## config.mk

```make
export PLATFORM = sky130hd
export DESIGN_NAME = row_bias
export DESIGN_NICKNAME = d
export VERILOG_FILES = /design/src/rtl/row_bias.sv
export SDC_FILE = /design/constraint.sdc
export NUM_CORES = 1
export LEC_CHECK = 0
export ABC_AREA = 1
export CAP_MARGIN = 20
export CORE_MARGIN = 2
export CORE_UTILIZATION = 40
export CTS_CLUSTER_DIAMETER = 30
export DETAILED_ROUTE_END_ITERATION = 6
export GPL_TIMING_DRIVEN = 0
export PLACE_DENSITY = 0.68
export SLEW_MARGIN = 20
export SYNTH_ARGS = -nofsm -noshare
export SYNTH_HDL_FRONTEND = slang
export SYNTH_SLANG_ARGS = --single-unit
```

## constraint.sdc

```tcl
create_clock -name clock -period 8.5 [get_ports clock]
set_input_delay 1.7 -clock clock [delete_from_list [all_inputs] [get_ports clock]]
set_output_delay 1.7 -clock clock [all_outputs]
set_load 0.05 [all_outputs]
```

## src/rtl/row_bias.sv

```systemverilog
// row_bias: per-row responder for the tile value-request handshake.
// Holds a one-hot permutation of the LEN values, rebuilt by an LFSR-driven
// Fisher-Yates shuffle after reset and on demand. Each request is answered
// with a registered reply exactly one cycle later.
`ifndef GRID_LEN
`define GRID_LEN 9
`endif

module row_bias #(
   parameter int                LEN    = `GRID_LEN,
   parameter int                LFSR_W = 16,
   parameter logic [LFSR_W-1:0] SEED   = LFSR_W'(16'hACE1)
) (
   input  logic                 clock,
   input  logic                 reset,
   input  logic                 reshuffle,
   input  logic [LEN-1:0]       rq_valtotry,
   input  logic [LEN*LEN-1:0]   biasidx,
   output logic [LEN-1:0]       valtotry,
   output logic                 ready,
   output logic                 collide
);

   localparam int                IW       = (LEN > 1) ? $clog2(LEN) : 1;
   // An all-zero Galois LFSR would lock up, so a zero seed is replaced by 1.
   localparam logic [LFSR_W-1:0] SEED_EFF = (SEED == '0) ? LFSR_W'(1) : SEED;
   localparam logic [LFSR_W-1:0] TAPS     = LFSR_W'(16'hB400);
   localparam logic [IW-1:0]     I_TOP    = IW'(LEN - 1);

   typedef enum logic [1:0] {ST_INIT, ST_SHUFFLE, ST_READY} state_t;

   state_t              state_q, state_d;
   logic [LFSR_W-1:0]   lfsr_q, lfsr_d, lfsr_nxt;
   logic [IW-1:0]       i_q, i_d, j;
   logic [LEN-1:0]      perm_q [LEN];
   logic [LEN-1:0]      perm_d [LEN];
   logic [LEN-1:0]      valtotry_q, valtotry_d;
   logic [LEN-1:0]      sel_idx, reply;
   logic                collide_q, collide_d;
   logic                swap;

   // Candidate index comes from the LFSR value the shuffle is about to step to;
   // candidates above the cursor are rejected and retried on the next cycle.
   assign lfsr_nxt = (lfsr_q >> 1) ^ (lfsr_q[0] ? TAPS : '0);
   assign j        = lfsr_nxt[IW-1:0];
   assign swap     = (state_q == ST_SHUFFLE) && (j <= i_q);

   // Control state and outputs that have defined reset values
   always_ff @(posedge clock) begin
      if (reset) begin
         state_q    <= ST_INIT;
         lfsr_q     <= SEED_EFF;
         valtotry_q <= '0;
         collide_q  <= 1'b0;
      end else begin
         state_q    <= state_d;
         lfsr_q     <= lfsr_d;
         valtotry_q <= valtotry_d;
         collide_q  <= collide_d;
      end
   end

   // Permutation storage and shuffle cursor; always rebuilt in INIT, so no reset
   always_ff @(posedge clock) begin
      i_q <= i_d;
      for (int k = 0; k < LEN; k++) begin
         perm_q[k] <= perm_d[k];
      end
   end

   // Next-state logic: INIT -> SHUFFLE -> READY, READY -> SHUFFLE on reshuffle
   always_comb begin
      state_d = state_q;
      case (state_q)
         ST_INIT:    state_d = ST_SHUFFLE;
         ST_SHUFFLE: begin
            if ((LEN == 1) || (swap && (i_q == IW'(1)))) begin
               state_d = ST_READY;
            end
         end
         ST_READY:   if (reshuffle) state_d = ST_SHUFFLE;
         default:    state_d = ST_INIT;
      endcase
   end

   // Shuffle datapath: identity load, swap-and-decrement, or rejection retry
   always_comb begin
      lfsr_d = lfsr_q;
      i_d    = i_q;
      for (int k = 0; k < LEN; k++) begin
         perm_d[k] = perm_q[k];
      end
      case (state_q)
         ST_INIT: begin
            for (int k = 0; k < LEN; k++) begin
               perm_d[k]    = '0;
               perm_d[k][k] = 1'b1;
            end
            i_d = I_TOP;
         end
         ST_SHUFFLE: begin
            lfsr_d = lfsr_nxt;
            if (swap) begin
               perm_d[i_q] = perm_q[j];
               perm_d[j]   = perm_q[i_q];
               i_d         = i_q - IW'(1);
            end
         end
         ST_READY: begin
            if (reshuffle) i_d = I_TOP;
         end
         default: ;
      endcase
   end

   // Request service: lowest requesting tile wins; collisions are sticky
   always_comb begin
      sel_idx = '0;
      for (int t = LEN - 1; t >= 0; t--) begin
         if (rq_valtotry[t]) sel_idx = biasidx[t*LEN +: LEN];
      end
      reply = '0;
      for (int k = 0; k < LEN; k++) begin
         if (sel_idx[k]) reply = reply | perm_q[k];
      end
      valtotry_d = (state_q == ST_READY) ? reply : '0;
      collide_d  = collide_q | ((rq_valtotry & (rq_valtotry - LEN'(1))) != '0);
   end

   // Outputs
   always_comb begin
      ready    = (state_q == ST_READY);
      valtotry = valtotry_q;
      collide  = collide_q;
   end

endmodule

```

* After elaboration in Yosys (flattened, before gate mapping) *
Memory sizes are Yosys's and may differ from the RTL's. A register that Yosys moved wholly into a read port is not among the register bits.
Cells that the tools add are included.

storage, ports and cells
  flip-flop bits (word level) = 32
  bits in writable memories = 81
  bits of input ports = 93
  logic and storage cells = 77
  memories kept = 1

cells by class
  $add $sub $neg = 2
  $lt $le $gt $ge = 5
  equal/unequal tests = 6
  mux-type cells = 34
  bitwise operators = 14
  reductions and logical operators = 10

memories
  name    depth  width  read ports  clocked after memory_dff  wr ports  line  text
  perm_q  9      9      11          1                         9         35    logic [LEN-1:0] perm_q [LEN];

operator list
  cell                   number
  $mux W9                20
  $bwmux W81             2
  $pmux W81 S2           1
  $mux W81               1
  $demux W9 S4           2
  $or A9 B9 Y9           8
  $mux W16               1
  $xor A15 B16 Y16       1
  $mux W4                3
  $pmux W4 S3            1
  $ge A5 B5 Y1 const B   2
  $lt A5 B1 Y1 const B   2
  $not A4 Y5             2
  $and A9 B9 Y9          1
  $reduce_bool A9 Y1     1
  $sub A9 B1 Y9 const B  1
  $pmux W2 S3            1
  $eq A4 B1 Y1 const B   1
  $le A4 B4 Y1           1
  $logic_and A1 B1 Y1    4
  $mux W2                2
  $ne A2 B2 Y1 const B   2
  $sub A4 B1 Y4 const B  1
  $reduce_and A3 Y1      1
  other kinds (9)        9

* Depth between registers and ports, before layout *
  depth after elaboration = 26
  mapped depth = 13
  gate-level depth less buffers = 12

* Worst setup path after synthesis *
OpenSTA, ideal clock, no wires.

  path type = register to register
  from = reg, netlist name i_q[1]
  to = mem perm_q[0][0] in the netlist's numbering, enable pin
  library setup time = 523 ps
  arrival time = 4624 ps
  path slack = 3354 ps
  cell stages (with the launch flop) = 9
  path buffers = 0
  period minus slack after synthesis = 5146 ps
  cell sequence = edfxtp_1 -> inv_1 -> ha_1 -> inv_1 -> nor2_1 -> o21ai_0 -> a32o_1 -> nor2_1 -> nor2_1

RTL lines
  element        line
  end, declared  35

* Final worst setup path *
  from = reg state_q[1]
  to = out ready

between the ends
  cells in the longest elaborated chain, start to end = 1

RTL lines
  element                 line  text
  start, declared         32    state_t state_q, state_d;
  start signal, assigned  56    state_q <= state_d;
  $eq A2 B2 Y1            132   ready = (state_q == ST_READY);
  end, declared           20    output logic ready,

No other way between the ends.

==> flow_metrics.env <==
export IMPL_worst_path_max_delay_cell="clkdlybuf4s50_1"
export IMPL_synth_most_common_cell="nand2_1"
export IMPL_p_leak_nw=4.24
export IMPL_synthXorXnorAreaFrac_pct=0.101
export IMPL_grt_usage_pct=34.7
export IMPL_power_density_nw_per_um2=321
export IMPL_die_y_um=151
export IMPL_avgSynthCellArea_sq_um=6.92
export IMPL_grt_max_degree=26
export IMPL_grt_pass1_wl_um=57300
export IMPL_finalPower_mw=3.44
export IMPL_r2r_start="i_q[1]$_DFFE_PP_"
export IMPL_clk_pin_slew_ns=0.06
export IMPL_start_util_pct=41.1
export IMPL_hold_path_class="flip-flop to flip-flop"
export IMPL_fin_util_pct=50.7
export IMPL_dr_first_iter_drc_count=1242
export IMPL_status="complete, no violations"
export IMPL_globalRouteOverflowTotal=0
export IMPL_synth_edf_count=85
export IMPL_cp_cell_sequence="inv_1 > nor2_1 > clkdlybuf4s50_1"
export IMPL_postPlaceCellArea_sq_um=10100
export IMPL_syn_to_final_growth_pct=23.4
export IMPL_portBuffers=102
export IMPL_antenna_left=0
export IMPL_required_ns=6.80
export IMPL_netlist_instances=1255
export IMPL_synth_cell_types=40
export IMPL_crit_fanout=4
export IMPL_io_pin_count=104
export IMPL_grt_pass1_vias=9519
export IMPL_muxShareOfSynthArea_pct=0
export IMPL_synthAdderAreaFrac_pct=1.15
export IMPL_cts_sinks=117
export IMPL_yosys_warnings=0
export IMPL_synth_yosys_seq_area_share_pct=36.7
export IMPL_irDropWorstVdd_uv=158
export IMPL_synth_area_top_cells="edfxtp_1 (29%), nand2_1 (10%), o21ai_0 (8.9%), nand3_1 (8.1%), dfxtp_1 (7.4%)"
export IMPL_cts_max_level=4
export IMPL_wl_per_cell_um=23.9
export IMPL_synth_ff_type="edfxtp_1"
export IMPL_place_ws_ns=4.65
export IMPL_synthArstFlopShare_pct=0
export IMPL_tightest_slew_ns=1.24
export IMPL_hold_ws_ns=0.459
export IMPL_relSlewSlack_pct=16.9
export IMPL_yosys_register_bits=117
export IMPL_finalWorstSetupSlack_ns=4.83
export IMPL_numCtsBuffers=17
export IMPL_root_buffer="clkbuf_16"
export IMPL_crit_type="flip-flop to output pin"
export IMPL_whs_endpoint="lfsr_q[6]$_SDFFE_PP1P_"
export IMPL_skew_ns=0.0137
export IMPL_max_freq_ghz=0.272
export IMPL_rows=53
export IMPL_hold_viol_final=0
export IMPL_synth_top_family_by_area="simple AND/OR/NAND/NOR gates"
export IMPL_fin_cells=1667
export IMPL_critPathArrivalTime_ns=1.97
export IMPL_diodes=0
export IMPL_min_delay_path_depth=2
export IMPL_gp_congestion=1.06
export IMPL_post_synth_top_area_cell="edfxtp_1"
export IMPL_end_kind="output pin"
export IMPL_period_needed_ns=3.67
export IMPL_layout_worst_path_cycle_share_pct=43.2
export IMPL_worst_path_buf_inv=2
export IMPL_layout_drive_gt1_share_pct=10.1
export IMPL_dpl_hpwl_um=29300
export IMPL_synth_compound_area_share_pct=25.1
export IMPL_synth_nets=1356
export IMPL_cts_hold_buffers_added=0
export IMPL_post_cts_buffers=0
export IMPL_cp_start_kind="flip-flop"
export IMPL_final_setup_tns_ns=0
export IMPL_hold_start="lfsr_q[6]$_SDFFE_PP1P_"
export IMPL_cts_resized_gates=0
export IMPL_synth_top_area_share_pct=29.4
export IMPL_drv_cap=0
export IMPL_critPathLaunch="state_q[1]$_SDFFE_PP0P_"
export IMPL_final_area_sq_um=10700
export IMPL_coreArea_sq_um=21200
export IMPL_ff2ff_setup_slack_ns=5.76
export IMPL_synth_common_cells="nand2_1 (238), o21ai_0 (154), nand3_1 (140), nor2_1 (140), a21oi_1 (115)"
export IMPL_place_inst=1635
export IMPL_finalMaxSlewViolations=0
export IMPL_final_net_count=1480
export IMPL_rsz0062_at_grt="no"
export IMPL_routed_wl_um=39900
export IMPL_cts_max_path_buffers=2
export IMPL_dieArea_sq_um=22900
export IMPL_reg2regPathDepth=11
export IMPL_synthSimpleGateAreaFrac_pct=27.7
export IMPL_drc=0
export IMPL_via_per_inst=6.12
export IMPL_crit_path_max_incr_delay_ns=0.84
export IMPL_drt_pass1_iterations=6
export IMPL_crit_family="buffers and inverters"
export IMPL_cts_tree="built"
export IMPL_antenna_found_initial=0
export IMPL_dieWidth_um=151
export IMPL_setup_violations=0
export IMPL_worstReg2RegEnd="perm_q[1][4]$_SDFFCE_PN0P_"
export IMPL_synth_area_sq_um=8690
export IMPL_vias=10200
export IMPL_clk_latency_ns=0.44
-- cell families (layout without fill, tap and decap cells) --
logic type / after synthesis / in the layout
AO/OA/AOI/OAI: 382 / 382
flip-flops: 117 / 117
XOR/XNOR: 1 / 1
buffers and inverters: 192 / 329
AND/OR/NAND/NOR: 555 / 555
adder cells (fa/ha/maj): 8 / 8
-- final cells by class --
cell class	count	area, sq um
clock buffers	18	450
clock inverters	14	131
multi-input cells	946	4710
inverters	125	469
plain buffers	67	329
flip-flops and latches	117	3190
repair buffers	105	1090
well taps	275	344
fillers	2119	10400
-- flip-flops by register name (all words and copies together), names as in the netlist, named ones only --
signal and count:
perm_q 81, lfsr_q 16, valtotry 9, i_q 4, state_q 2, collide 1
-- layer usage --
layer	part of all wire, %	up-vias	global-route usage [%]
li1	-	4589	-
met1	37	4672	41.8
met2	43	768	54.8
met3	12	179	9.22
met4	7.1	0	22.5
met5	0	-	0
-- where the power goes --
group	internal [mW]	switching, mW	total (mW)
Sequential	0.862	0.233	1.09
Clock	0.426	0.311	0.738
Combinational	0.459	1.15	1.61
Total	1.75	1.70	3.44
-- worst register-to-register path, stage by stage (launching register included) --
cell	delay, ns
edfxtp_1	0.43
inv_1	0.18
ha_1	0.28
inv_1	0.06
nor2_1	0.03
o21ai_0	0.14
a32o_1	0.19
nor2_1	0.08
nor2_4	0.34
buf_12	0.25
buf_12	0.22
buf_16	0.21
-- layout by cell type (no fill, tap or decap), drive strengths merged, types with 7 or more instances in the layout --
cell type	synthesis	layout
nand3	146	146
buf	43	46
nand2	250	250
clkdlybuf4s50	0	102
clkbuf	24	42
a31oi	17	17
o211ai	29	29
o21ai	179	179
inv	121	131
dfxtp	32	32
or2	9	9
clkinv	4	7
nor2	148	148
a21oi	118	118
o22ai	25	25
edfxtp	85	85
ha	8	8
o2111ai	9	9
-- how the worst max path moves through the flow --
stage,end,slack (ns),cells after the start
after floorplan,perm_q[0][0]$_SDFFCE_PN1P_,3.35,8
after detailed placement,valtotry[5]$_SDFF_PP0_,4.65,14
after global routing,ready,4.74,3
final,ready,4.83,3
after CTS,ready,4.83,3
after global placement,perm_q[1][2]$_SDFFCE_PN0P_,1.42,8
(Power assumes the default switching activity.)
